### src/rtl/div_issue_seq.sv
// div_issue_seq: issues operands to a combinational divider, holds them LAT cycles,
// then captures the selected result and flags into a valid/ready response register.
module div_issue_seq #(
    parameter int N    = 32,
    parameter int LAT  = 2,
    parameter int TAGW = 5
) (
    input  logic            clk,
    input  logic            rst,
    input  logic            flush,
    input  logic            req_valid,
    output logic            req_ready,
    input  logic [N-1:0]    req_x,
    input  logic [N-1:0]    req_y,
    input  logic [1:0]      req_op,
    input  logic [TAGW-1:0] req_tag,
    output logic [N-1:0]    div_x,
    output logic [N-1:0]    div_y,
    output logic            div_signed,
    input  logic [N-1:0]    div_q,
    input  logic [N-1:0]    div_r,
    input  logic            div_d0,
    input  logic            div_ov,
    output logic            rsp_valid,
    input  logic            rsp_ready,
    output logic [N-1:0]    rsp_data,
    output logic [TAGW-1:0] rsp_tag,
    output logic            rsp_dz,
    output logic            rsp_ov,
    output logic            busy
);
    typedef enum logic [1:0] {IDLE, WAIT, RESP} state_t;
    state_t          state_q;
    logic [3:0]      cnt_q;
    logic [N-1:0]    div_x_q, div_y_q, rsp_data_q;
    logic            div_signed_q, rem_q, rsp_valid_q, rsp_dz_q, rsp_ov_q;
    logic [TAGW-1:0] tag_q, rsp_tag_q;
    logic            accept;
    // A draining response frees the slot in the same cycle, so issue can be back-to-back.
    assign req_ready  = ~flush & (state_q == IDLE | (state_q == RESP & rsp_ready));
    assign accept     = req_valid & req_ready;
    assign busy       = state_q != IDLE;
    assign div_x      = div_x_q;
    assign div_y      = div_y_q;
    assign div_signed = div_signed_q;
    assign rsp_valid  = rsp_valid_q;
    assign rsp_data   = rsp_data_q;
    assign rsp_tag    = rsp_tag_q;
    assign rsp_dz     = rsp_dz_q;
    assign rsp_ov     = rsp_ov_q;
    always_ff @(posedge clk) begin
        if (rst) begin
            state_q      <= IDLE;
            cnt_q        <= '0;
            div_x_q      <= '0;
            div_y_q      <= '0;
            div_signed_q <= 1'b0;
            rem_q        <= 1'b0;
            tag_q        <= '0;
            rsp_valid_q  <= 1'b0;
            rsp_data_q   <= '0;
            rsp_tag_q    <= '0;
            rsp_dz_q     <= 1'b0;
            rsp_ov_q     <= 1'b0;
        end else if (flush) begin
            state_q     <= IDLE;
            rsp_valid_q <= 1'b0;
            cnt_q       <= '0;
        end else begin
            case (state_q)
                IDLE: ;
                WAIT:
                    if (cnt_q != 4'd0) cnt_q <= cnt_q - 4'd1;
                    else begin
                        rsp_data_q  <= rem_q ? div_r : div_q;
                        rsp_dz_q    <= div_d0;
                        rsp_ov_q    <= div_ov & div_signed_q;
                        rsp_tag_q   <= tag_q;
                        rsp_valid_q <= 1'b1;
                        state_q     <= RESP;
                    end
                RESP:
                    if (rsp_ready) begin
                        rsp_valid_q <= 1'b0;
                        state_q     <= IDLE;
                    end
                default: state_q <= IDLE;
            endcase
            if (accept) begin
                div_x_q      <= req_x;
                div_y_q      <= req_y;
                div_signed_q <= req_op[0];
                rem_q        <= req_op[1];
                tag_q        <= req_tag;
                cnt_q        <= 4'(LAT - 1);
                state_q      <= WAIT;
            end
        end
    end
endmodule

### config.mk
export PLATFORM = sky130hd
export DESIGN_NAME = div_issue_seq
export DESIGN_NICKNAME = d
export VERILOG_FILES = /design/src/rtl/div_issue_seq.sv
export SDC_FILE = /design/constraint.sdc
export NUM_CORES = 1
export LEC_CHECK = 0
export BUFFER_PORTS_ARGS = -buffer_cell sky130_fd_sc_hd__buf_2
export CAP_MARGIN = 25
export CORE_MARGIN = 2
export CORE_UTILIZATION = 46
export CTS_CLUSTER_DIAMETER = 60
export CTS_CLUSTER_SIZE = 16
export DETAILED_ROUTE_END_ITERATION = 10
export PLACE_DENSITY = 0.82
export SKIP_LAST_GASP = 1
export SLEW_MARGIN = 20
export SYNTH_ARGS = -nofsm -noshare
export SYNTH_HDL_FRONTEND = slang
export SYNTH_SLANG_ARGS = --single-unit
### constraint.sdc
create_clock -name clk -period 2.05 [get_ports clk]
set_clock_uncertainty 0.1 [all_clocks]
set_input_delay 0.1025 -clock clk [delete_from_list [all_inputs] [get_ports clk]]
set_output_delay 0.1025 -clock clk [all_outputs]
set_load 0.05 [all_outputs]
Yosys cells after proc, flatten, opt, wreduce, memory -nomap -nowiden. Index checks and enable logic that the tools add are counted.

Bitwise gates (word level): 8. Add/sub/neg operators: 1. Muxes and demuxes: 11. Reductions and logical operators: 15. Eq/ne operators: 7.

Operators with widths (number): $mux W32 (1); $reduce_and A3 Y1 (4); $reduce_bool A2 Y1 (4); $mux W1 (6); $ne A2 B2 Y1 const B (3); $ne A3 B3 Y1 const B (2); $pmux W2 S3 (1); $reduce_and A2 Y1 (3); $and A1 B1 Y1 (4); $mux W2 (2); $reduce_bool A4 Y1 (1); $sub A4 B1 Y4 const B (1); $not A1 Y1 (3); $reduce_or A3 Y1 (1); $eq A2 B1 Y1 const B (1); $eq A2 B2 Y1 const B (1); $logic_not A2 Y1 (1); $pmux W1 S2 (1); $reduce_or A2 Y1 (1); $or A1 B1 Y1 (1).

Output and inout port bits: 107. Register bits after elaboration: 117.

Logic depth before layout (Yosys ltp). Gate-level depths: netlist of run 1.

Word-level depth: 7. Mapped depth: 6. Gate-level depth less buffers: 5.

Least setup slack after synthesis of run 1. No wires, ideal clock.

Kind: register -> output. From: reg state_q[1]. To: out req_ready. Data arrival time: 1846 ps. Path slack: 1 ps. Path buffers: 2. Stages on the path, launching flop included: 5. Path through: dfxtp_1 -> nor2b_1 -> buf_2 -> buf_2 -> nor3_1.

Cells in the longest elaborated chain, start to end: 4.

Ends and longest elaborated chain: start: declaration (RTL line 33) `state_t state_q;`; start signal: assignment (RTL line 53) `state_q <= IDLE;`; start signal: assignment (RTL line 66) `state_q <= IDLE;`; start signal: assignment (RTL line 80) `state_q <= RESP;`; $eq A2 B2 Y1 (RTL line 40) `assign req_ready = ~flush & (state_q == IDLE | (state_q == RESP & rsp_ready));`; $and A1 B1 Y1 (RTL line 40); $or A1 B1 Y1 (*) (RTL line 40); $and A1 B1 Y1 (*) (RTL line 40); end: declaration (RTL line 12) `output logic req_ready,`.

Mark *: on every way between the ends. The rest lies on a longest branch, timed or not.

Worst setup path in the final report of run 1.
From: reg cnt_q[0]. To: reg rsp_data_q[10] (netlist: rsp_data[10]).

Cells in the longest elaborated chain, start to end: 3.

Ends and longest elaborated chain: start: declaration (RTL line 34) `logic [3:0] cnt_q;`; start signal: assignment (RTL line 73) `if (cnt_q != 4'd0) cnt_q <= cnt_q - 4'd1;`; start signal: assignment (RTL line 95) `cnt_q <= 4'(LAT - 1);`; $reduce_bool A4 Y1 (RTL line 73); $not A1 Y1 (no source line); $reduce_and A3 Y1 (no source line); end signal: assignment (RTL line 75) `rsp_data_q <= rem_q ? div_r : div_q;`; end: declaration (RTL line 35) `logic [N-1:0] div_x_q, div_y_q, rsp_data_q;`.

Every way passes these cells. A chain may end at the register's enable or synchronous reset.

==> results.md, run 1 <==
- Status: finished with violations
- Largest net degree at the start of global routing: around 110
- Vias/cell: 6.02
- Multiplexer area fraction after synthesis: between 6 and 7%
- # DRC: 0
- Slew margin rel.: roughly two thirds
- Initial drt markers: approximately 620
- Simple-Gate Fraction of Synth Area: ~13%
- WHS: -0.000842 ns
- Crit-path max cell delay: 0.47 ns
- CTS tree: done
- Top cells by area, synth: dfxtp_1 45%, a21oi_1 11%, o31ai_1 10%
- Switching part of the total: between 20% and 30%
- Library cells used by synthesis: 31
- CP max stage cell: nor3b_4
- Max-cap violations: 0
- R2R setup slack: 0.09 ns
- Maximum clock path buffer count: 2
- Number of setup buffers added after CTS: 0
- CP Data Arrival Time: about 2.2 ns
- Clk_lat worst skew: 0.41 ns
- Worst Tran Pin Value: 0.527 ns
- Starting Density: 47.5%
- Utilization after layout: around three quarters
- R2R depth: 6
- Cell internal pwr: 4.77 mW
- Post-synthesis adder-cell area fraction: less than 1%
- H-Tree Depth: 4
- Overflow after GRT: 0
- CTS Buf Count: 17
- Seq pwr share: roughly 37%
- Clock sinks: ~120
- Clock transition at the registers of the reported paths: 0.05 ns
- Cells after Synth: 565
- Synth Area in XOR/XNOR: 0%
- Hold Crit Class: in -> reg
- Sequential share of the synthesized area: a little under half
- Final Wtd Congestion: around 0.80
- Vias in the first global route: approximately 6200
- Synth Register Bits: between 100 and 150
- GRT Overall Usage: between 30% and 40%
- Post-synth net total: ~710
- Failing checks: hold timing
- Wire length per cell: between 15 and 20 um
- Final Cycle Share: 95.8%
- Area Overhead vs Synth: 60.6%
- Yosys warnings: 0
- Largest family of logic cells by synthesized area: compound AO/OA/AOI/OAI gates
- Avg Cell Area, Syn: a little over 9 um2
- Data required, critical path: 2.24 ns
- Reg2reg start: cnt_q[0]$_SDFFE_PP0P_
- Synthesized area: between 5000 and 6000 um2
- Switching power: between 1.5 and 2 mW
- Max VDD drop: 0.457 mV
- DP HPWL: approximately 11000 um
- Die Y: 110 um
- Min-Delay Path Depth: 3
- Clk pwr share: around 46%
- Die area: between 10000 and 15000 um2
- First-pass GRT wire length: just over 30000 um
- Leakage power: 3.55 nW
- Kind of start point of the critical path: flop
- Final Max Slew Viols: 0
- Number of setup violations in the final report: 0
- Hold_sp: div_q[26]
- Synth Area in Compound Gates: 28.7%
- P per Cell Area: 782 nW/um2
- RSZ-0062 raised after global routing: true
- Setup_tns: 0 ns
- Top delay family on crit path: simple AND/OR/NAND/NOR gates
- CP endpoint kind: flop
- Core Footprint: between 10000 and 15000 um2
- Initial antenna violation count: 2
- Combinational Power Share: roughly 17%
- DR pass1 iterations: 5
- Fmax: ~510 MHz
- Critical R2R Capture: rsp_data[10]$_SDFFE_PP0P_
- Tmin final: 1.96 ns
- Post-route ant nets: 0
- DR vias: about 6300
- Share of cells above drive strength 1: between 30% and 40%
- I/O pin count: around 250
- Critical-path maximum fanout: 34
- Final Hold Vio Count: 1
- Leading area contributor after synthesis: dfxtp_1
- Worst Path Buf+Inv: 2
- Die width: ~110 um
- DRT Wirelength: between 20000 and 25000 um
- Critical path class: reg -> reg
- Worst path cell trace: inv_1, ha_1, nor3b_4, buf_12, a21oi_1, a211oi_1
- Share of the synthesized area in the top cell type: a little under half
- Final nets: ~1000
- Layout fillers: 685
- Root Driver: clkbuf_16
- Rows: 38
- Endpoint, Worst Hold: rsp_data[26]$_SDFFE_PP0P_
- Port Buffers: 248
==> through the flow <==
step	area (um2)	power, mW	hold slack [ns]	setup slack, ns	cells
after floorplan	5190	3.03	0.150	0.00143	565
after global placement	6480	3.31	0.256	0.249	892
after detailed placement	6480	3.33	0.265	0.152	892
after CTS	8330	6.50	0.000408	0.0727	1049
after global routing	8340	6.73	0.0171	-0.0158	1051
final	8340	6.52	-0.000842	0.0856	1052
==> metal layers <==
layer  GRT usage (%)  wire length (um)
met4            24.3              1420
met2            54.0              9950
met5               0                 0
met1            34.4              7410
met3            9.23              1510
==> sequential cells by signal, summed over array words and instances (netlist names) <==
| register | count |
|---|---|
| cnt_q | 4 |
| div_signed | 1 |
| div_x | 32 |
| div_y | 32 |
| rem_q | 1 |
| rsp_data | 32 |
| rsp_dz | 1 |
| rsp_ov | 1 |
| rsp_tag | 5 |
| rsp_valid | 1 |
| state_q | 2 |
| tag_q | 5 |
==> power by group through the flow <==
stage	Combinational (mW)	Clock [mW]	Sequential, mW
final	1.13	2.99	2.41
after global routing	1.18	3.13	2.41
after CTS	1.09	3.01	2.40
after detailed placement	0.880	0	2.45
after global placement	0.862	0	2.44
after floorplan	0.328	0	2.70
==> kinds of logic (layout without fill, tap and decap cells) <==
family | Yosys count | after routing
flip-flops | 117 | 117
AND/OR/NAND/NOR | 101 | 101
AO/OA/AOI/OAI | 233 | 233
other | 0 | 3
adder cells (fa/ha/maj) | 1 | 1
multiplexers | 32 | 32
buffers and inverters | 81 | 425
==> worst max-delay path by stage <==
stage | from | to | slack (ns) | cells after the start
after global routing | cnt_q[0]$_SDFFE_PP0P_ | rsp_data[10]$_SDFFE_PP0P_ | -0.02 | 5
after detailed placement | cnt_q[0]$_SDFFE_PP0P_ | rsp_data[3]$_SDFFE_PP0P_ | 0.15 | 5
final | cnt_q[0]$_SDFFE_PP0P_ | rsp_data[10]$_SDFFE_PP0P_ | 0.09 | 6
after floorplan | state_q[1]$_SDFFE_PP0P_ | req_ready | 0.001 | 4
after CTS | rem_q$_SDFFE_PP0P_ | rsp_data[13]$_SDFFE_PP0P_ | 0.07 | 4
after global placement | cnt_q[0]$_SDFFE_PP0P_ | rsp_data[15]$_SDFFE_PP0P_ | 0.25 | 5
==> synthesized netlist by cell type <==
cell type,number
a211oi_1,22
a211oi_2,10
a21o_1,1
a21oi_1,116
a311oi_2,1
a31oi_1,1
buf_1,1
buf_2,23
buf_4,4
buf_6,4
clkbuf_1,45
dfxtp_1,117
ha_1,1
inv_1,3
inv_2,1
mux2i_1,32
nand2_1,2
nand2b_1,4
nand3_1,8
nand3b_1,1
nand4_1,72
nor2_8,1
nor2b_1,3
nor3_1,1
nor3b_2,2
o21ai_0,11
o31ai_1,71
or2_2,2
or3_1,1
or3b_1,2
or4_1,2
==> repair_timing <==
action / CTS / global route
hold buffers: 126 / 0
hold endpoints to repair: 104 / 0
resized for setup: 0 / 1
setup endpoints to repair: 0 / 8
==> placed cells by master (no fill, tap or decap), types with 3 or more instances in the layout <==
cell             n
buf_2          247
dlygate4sd3_1  126
a21oi_1        116
dfxtp_1        116
nand4_1         72
o31ai_1         71
mux2i_1         32
a211oi_1        22
clkbuf_16       17
o21ai_0         11
a211oi_2        10
buf_4           10
nand3_1          8
buf_12           6
clkinv_2         5
diode_2          3
inv_1            3
bufinv_16        3
==> tightest hold or removal path: stages <==
cell	delay (ns)
buf_2	0.10
mux2i_1	0.15
a211oi_2	0.09
==> area by class of cell <==
class	instances	area (um2)	area share (%)
clock inverters	10	130	1.56
diodes	3	7.51	0.0900
clock buffers	21	460	5.52
inverters	4	15.0	0.180
multi-input cells	367	2500	30.0
well taps	140	175	2.10
repair buffers	390	2700	32.4
flip-flops and latches	117	2340	28.1
(Power assumes the default switching activity.)
==> run 2: changes to the inputs <==
- CELL_PAD_IN_SITES_DETAIL_PLACEMENT: unset -> 1
- CELL_PAD_IN_SITES_GLOBAL_PLACEMENT: unset -> 1
- CORE_UTILIZATION: 46 -> 30
- PLACE_DENSITY: 0.82 -> 0.78
- clock period: 2.05 -> 1.75 ns (I/O delays scaled with it)
==> run 2 against run 1 <==
The flow finishes with violations (hold timing, setup timing). Sequential share of layout area shrank 2.1 points. Cell count up 12%. Critical path depth unchanged. Clock power grew 21%. Via count rose by 0.38%. Routed wire length up 24%. Die area is 51% higher. Utilization shrank 24 points. Power is 21% higher. Critical endpoint is now div_x[28]$_SDFFE_PP0P_. Largest cell class unchanged.
==> results.md, run 2 (synthesis gave the netlist of run 1 again) <==
- Failing checks: hold timing, setup timing
- CTS tree: done
- Slew margin rel.: 60.5% (-4.4 points)
- Most frequent cells in the layout: 246 x buf_2, 136 x dlygate4sd3_1, 116 x a21oi_1, 115 x dfxtp_1, 72 x nand4_1
- Vias in the first global route: 6918 (+11%)
- Worst path cell trace: buf_4, nor2b_4, buf_4, bufbuf_16, o31ai_1, a21oi_1
- Pre-CTS WS: -0.00833 ns (-0.160 ns)
- Largest net degree at the start of global routing: 111 (unchanged)
- Max-cap violations: 0 (unchanged)
- P per Cell Area: 874 nW/um2 (+12%)
- Number of setup violations in the final report: 3 (+3)
- WHS: -0.0394 ns (-0.0385 ns)
- Overflow after GRT: 0 (unchanged)
- Final nets: 1075 (+3.4%)
- CP Data Arrival Time: 1.95 ns (-0.20 ns)
- Min-Delay Path Depth: 3 (unchanged)
- CP max stage cell: o31ai_1
- Reg2reg start: state_q[1]$_SDFFE_PP0P_
- H-Tree Depth: 4 (unchanged)
- Max VDD drop: 0.693 mV (+52%)
- CTS Buf Count: 17 (unchanged)
- Utilization after layout: 52.7% (-24 points)
- Status: finished with violations
- Data required, critical path: 1.93 ns (-0.31 ns)
- DRT Wirelength: 25100 um (+24%)
- Maximum clock path buffer count: 2 (unchanged)
- Worst Tran Pin Value: 0.593 ns (+0.0664 ns)
- Root Driver: clkbuf_16
- R2R setup slack: -0.02 ns (-0.11 ns)
- DP HPWL: 12000 um (+12%)
- Core Footprint: 17100 um2 (+57%)
- Final WS setup: -0.0207 ns (-0.106 ns)
- Tmin final: 1.77 ns (-0.194 ns)
- Critical-path maximum fanout: 28 (-18%)
- CP endpoint kind: flop
- Fmax: 565 MHz (+11%)
- Final Wtd Congestion: 0.743 (-7.3%)
- Wire length on met1: 9670 um (+30%)
- Post-route ant nets: 0 (unchanged)
- Hold Crit Class: in -> reg
- GRT Overall Usage: 25.9% (-6.3 points)
- Top layer in use: met4
- Metal3 WL: 1390 um (-8.5%)
- # DRC: 0 (unchanged)
- DR pass1 iterations: 5 (unchanged)
- Final Max Slew Viols: 0 (unchanged)
- Endpoint, Worst Hold: rsp_data[12]$_SDFFE_PP0P_
- Critical R2R Capture: div_x[28]$_SDFFE_PP0P_
- I/O pin count: 249 (unchanged)
- Critical path class: reg -> reg
- Crit-path max cell delay: 0.34 ns (-0.13 ns)
- Final Hold Vio Count: 3 (+2)
- Vias/cell: 5.42 (-10%)
- DR vias: 6362 (+0.38%)
- Hold_sp: div_r[12]
- First-pass GRT wire length: 37100 um (+22%)
- Commonest non-fill, non-tap cell in the layout: buf_2
- Rows: 48 (+26%)
- RSZ-0062 raised after global routing: true
- Share of cells above drive strength 1: 38.0% (+3.4 points)
- Die Y: 136 um (+23%)
- Setup_tns: -0.0498 ns (-0.0498 ns)
- WL met2: 12800 um (+29%)
- Initial drt markers: 336 (-46%)
- Die width: 136 um (+23%)
- Clk_lat worst skew: 0.41 ns (about the same)
- Area Overhead vs Synth: 73.8%
- Clock sinks: 117 (unchanged)
- Starting Density: 30.3% (-17 points)
- R2R depth: 6 (unchanged)
- Clock transition at the registers of the reported paths: 0.06 ns (about the same)
- Initial antenna violation count: 3 (+1)
- Die area: 18400 um2 (+51%)
- Port Buffers: 248 (unchanged)
- Leakage power: 3.80 nW (+7.0%)
- Wire length per cell: 21.4 um (+11%)
- Kind of start point of the critical path: flop
- CP most frequent cell: buf_4
- Final Cycle Share: 101% (+5.4 points)
==> run 2: worst max-delay path by stage <==
stage | startpoint | endpoint | cells past startpoint
floorplan | cnt_q[0]$_SDFFE_PP0P_ | rsp_dz$_SDFFE_PP0P_ | 6
global placement | cnt_q[0]$_SDFFE_PP0P_ | rsp_data[14]$_SDFFE_PP0P_ | 6
detailed placement | cnt_q[0]$_SDFFE_PP0P_ | rsp_data[28]$_SDFFE_PP0P_ | 6
CTS | state_q[1]$_SDFFE_PP0P_ | req_ready | 5
global route | cnt_q[1]$_SDFFE_PP0P_ | rsp_data[16]$_SDFFE_PP0P_ | 7
finish | state_q[1]$_SDFFE_PP0P_ | div_x[28]$_SDFFE_PP0P_ | 6
==> run 2: report_power, final <==
group | total (mW) | internal, mW | switching, mW
clock network | 3.62 | 2.37 | 1.26
logic | 1.44 | 0.596 | 0.840
registers | 2.82 | 2.76 | 0.0599
==> run 2: area by class of cell <==
cell class                 instances  area, um2
fill                            1957       8100
timing repair buffer             425       3180
multi-input combinational        367       2580
sequential                       117       2350
clock buffer                      21        480
tap                              225        282
clock inverter                    10        128
inverter                           4       15.0
antenna                            4       10.0
==> run 2: metrics by stage <==
stage / hold WS (ns) / cells / cell area (um2) / total power, mW
floorplan: 0.135 / 565 / 5200 / 3.55
global placement: 0.244 / 987 / 6730 / 3.93
detailed placement: 0.248 / 987 / 6730 / 3.95
CTS: 0.0732 / 1160 / 8800 / 7.83
global route: -0.000736 / 1172 / 9020 / 8.17
finish: -0.0394 / 1173 / 9020 / 7.88
==> run 2: routing by layer <==
metal  up-vias  GRT usage (%)
met5         -              0
met4         0           14.8
met3        87           6.29
met2       302           45.7
met1      3059           28.4
li1       2914              -
==> run 2: worst max-delay path: cells and delay by family, from the launching register on <==
kind / cells / cell delay (ns)
AO/OA/AOI/OAI: 2 / 0.46
buffers and inverters: 3 / 0.61
flip-flops: 1 / 0.31
AND/OR/NAND/NOR: 1 / 0.14
==> run 2: timing repair <==
item / 4_1_cts / 5_1_grt
gates resized for setup: 2 / 20
hold endpoints to repair: 109 / 0
hold buffers: 139 / 0
buffers inserted: 1 / 7
cloned: 2 / 5
endpoints found under the setup margin: 22 / 39
==> run 3: changes to the inputs <==
- clock period: 1.75 -> 1.6 ns (I/O delays scaled with it)
==> run 3 against run 2 <==
The run ends with setup timing left. Setup slack worse by 0.15 ns. Final area up 6.2%. Clock-buffer cell count up 3. Non-clock buffer count up 13. Register-to-register slack worse by 0.15 ns. Worst hold slack better by 0.099 ns. Via count up 2.6%. Global-route usage up 0.20 points. Critical path depth up 1. Critical path type unchanged. Highest routed layer unchanged.
==> results.md, run 3 (synthesis gave the netlist of run 1 again) <==
- Status: finished with violations
- Failing checks: setup timing
- Critical path class: reg -> reg
- Layout fillers: 1917 (-2.0%)
- # DRC: 0 (unchanged)
- Design area: 9580 um2 (+6.2%)
- CTS tree: done
- Max-cap violations: 0 (unchanged)
- Rows: 48 (unchanged)
- CP endpoint kind: flop
- Critical-path maximum fanout: 9 (-68%)
- Fmax: 566 MHz (+0.15%)
- Largest net degree at the start of global routing: 111 (unchanged)
- Setup_tns: -3.07 ns (-3.02 ns)
- Starting Density: 30.3% (unchanged)
- H-Tree Depth: 4 (unchanged)
- GRT Overall Usage: 26.1% (+0.20 points)
- Slew margin rel.: 59.0% (-1.5 points)
- Seq. cell area: 2350 um2 (+0.11%)
- DP HPWL: 12500 um (+4.5%)
- DRT Wirelength: 25800 um (+3.0%)
- Final Max Slew Viols: 0 (unchanged)
- Worst Tran Pin Value: 0.616 ns (+0.0227 ns)
- Final Cycle Share: 111% (+9.3 points)
- CP Data Arrival Time: 2.02 ns (+0.07 ns)
- Initial drt markers: 297 (-12%)
- Number of setup violations in the final report: 39 (+36)
- Die Y: 136 um (unchanged)
- Final nets: 1088 (+1.2%)
- Commonest non-fill, non-tap cell in the layout: buf_2
- Max VDD drop: 0.784 mV (+13%)
- Clock transition at the registers of the reported paths: 0.06 ns (about the same)
- RSZ-0062 raised after global routing: true
- First-pass GRT wire length: 37700 um (+1.4%)
- Multi-input gate area: 2920 um2 (+13%)
- Area Overhead vs Synth: 84.5%
- Placed insts: 994 (+0.71%)
- Final Hold Vio Count: 0 (-3)
- Post-route ant nets: 0 (unchanged)
- Wire length per cell: 21.8 um (+1.8%)
- Pre-CTS WS: -0.172 ns (-0.164 ns)
- Vias/cell: 5.50 (+1.4%)
- I/O pin count: 249 (unchanged)
- Maximum clock path buffer count: 2 (unchanged)
- Port Buffers: 248 (unchanged)
- Core Footprint: 17100 um2 (unchanged)
- DR pass1 iterations: 4 (-1)
- Tmin final: 1.77 ns (-0.00258 ns)
- Area post-placement: 6790 um2 (+1.0%)
- Clock sinks: 117 (unchanged)
- Final Wtd Congestion: 0.778 (+4.7%)
- Final Non-Filler Cells: 1187 (+1.2%)
- Share of cells above drive strength 1: 44.3% (+6.2 points)
- P per Cell Area: 919 nW/um2 (+5.2%)
- Vias in the first global route: 7027 (+1.6%)
- Die width: 136 um (unchanged)
- Leakage power: 3.91 nW (+2.7%)
- Hold Crit Class: in -> reg
- Clk_lat worst skew: 0.42 ns (about the same)
- DR vias: 6528 (+2.6%)
- Most frequent cells in the layout: 245 x buf_2, 137 x dlygate4sd3_1, 113 x dfxtp_1, 110 x a21oi_1, 72 x nand4_1
- Die area: 18400 um2 (unchanged)
- Initial antenna violation count: 3 (unchanged)
- Root Driver: clkbuf_16
- Kind of start point of the critical path: flop
- CTS Buf Count: 17 (unchanged)
- Final WS setup: -0.168 ns (-0.147 ns)
- Overflow after GRT: 0 (unchanged)
- Data required, critical path: 1.85 ns (-0.08 ns)
-- run 3: what timing repair did --
item                                    4_1_cts  5_1_grt
endpoints found under the setup margin       44      100
cloned                                        4        4
hold endpoints to repair                    108        0
pin swaps                                     7       16
resized for setup                            35       88
buffers inserted                             10        7
hold buffers                                137        0
-- run 3: layout make-up --
| class | instances | area share [%] |
|---|---|---|
| Antenna cell | 4 | 0.105 |
| Clock buffer | 24 | 5.24 |
| Clock inverter | 8 | 1.25 |
| Inverter | 4 | 0.157 |
| Multi-Input combinational cell | 367 | 30.5 |
| Sequential cell | 117 | 24.5 |
| Tap cell | 225 | 2.94 |
| Timing Repair Buffer | 438 | 35.3 |
-- run 3: routing by layer --
layer	wire, um	global-route usage (%)
met1	9910	28.7
met2	13500	46.7
met3	1290	6.21
met4	1130	13.8
met5	0	0
-- run 3: stage by stage --
| stage | total power [mW] | hold slack, ns | util, % |
|---|---|---|---|
| finish | 8.80 | 0.0594 | 56.0 |
| global route | 9.09 | 0.0905 | 56.0 |
| CTS | 8.68 | 0.0372 | 53.1 |
| detailed placement | 4.33 | 0.241 | 39.7 |
| global placement | 4.31 | 0.237 | 39.7 |
| floorplan | 3.88 | 0.128 | - |
-- run 3: worst max-delay path, stage by stage, from the launching register on --
cell     delay, ns
dfxtp_2       0.34
inv_2         0.05
ha_4          0.15
buf_4         0.13
nor3b_4       0.15
buf_12        0.15
or4_4         0.47
a21oi_1       0.15
-- run 3: report_power, final --
group          internal, mW  switching (mW)
logic                 0.677           0.973
clock network          2.65            1.42
registers              3.02          0.0681
total                  6.35            2.46
-- run 3: path summary, 6_finish.rpt --
check | from | endpoint | slack (ns) | depth (start not counted)
setup / recovery | cnt_q[1]$_SDFFE_PP0P_ | cnt_q[2]$_SDFFE_PP0P_ | -0.17 | 7
hold / removal | flush | tag_q[4]$_SDFFE_PP0P_ | 0.06 | 3
setup reg to reg | cnt_q[1]$_SDFFE_PP0P_ | cnt_q[2]$_SDFFE_PP0P_ | -0.17 | 7
hold reg to reg | div_x[21]$_SDFFE_PP0P_ | div_x[21]$_SDFFE_PP0P_ | 0.37 | 2
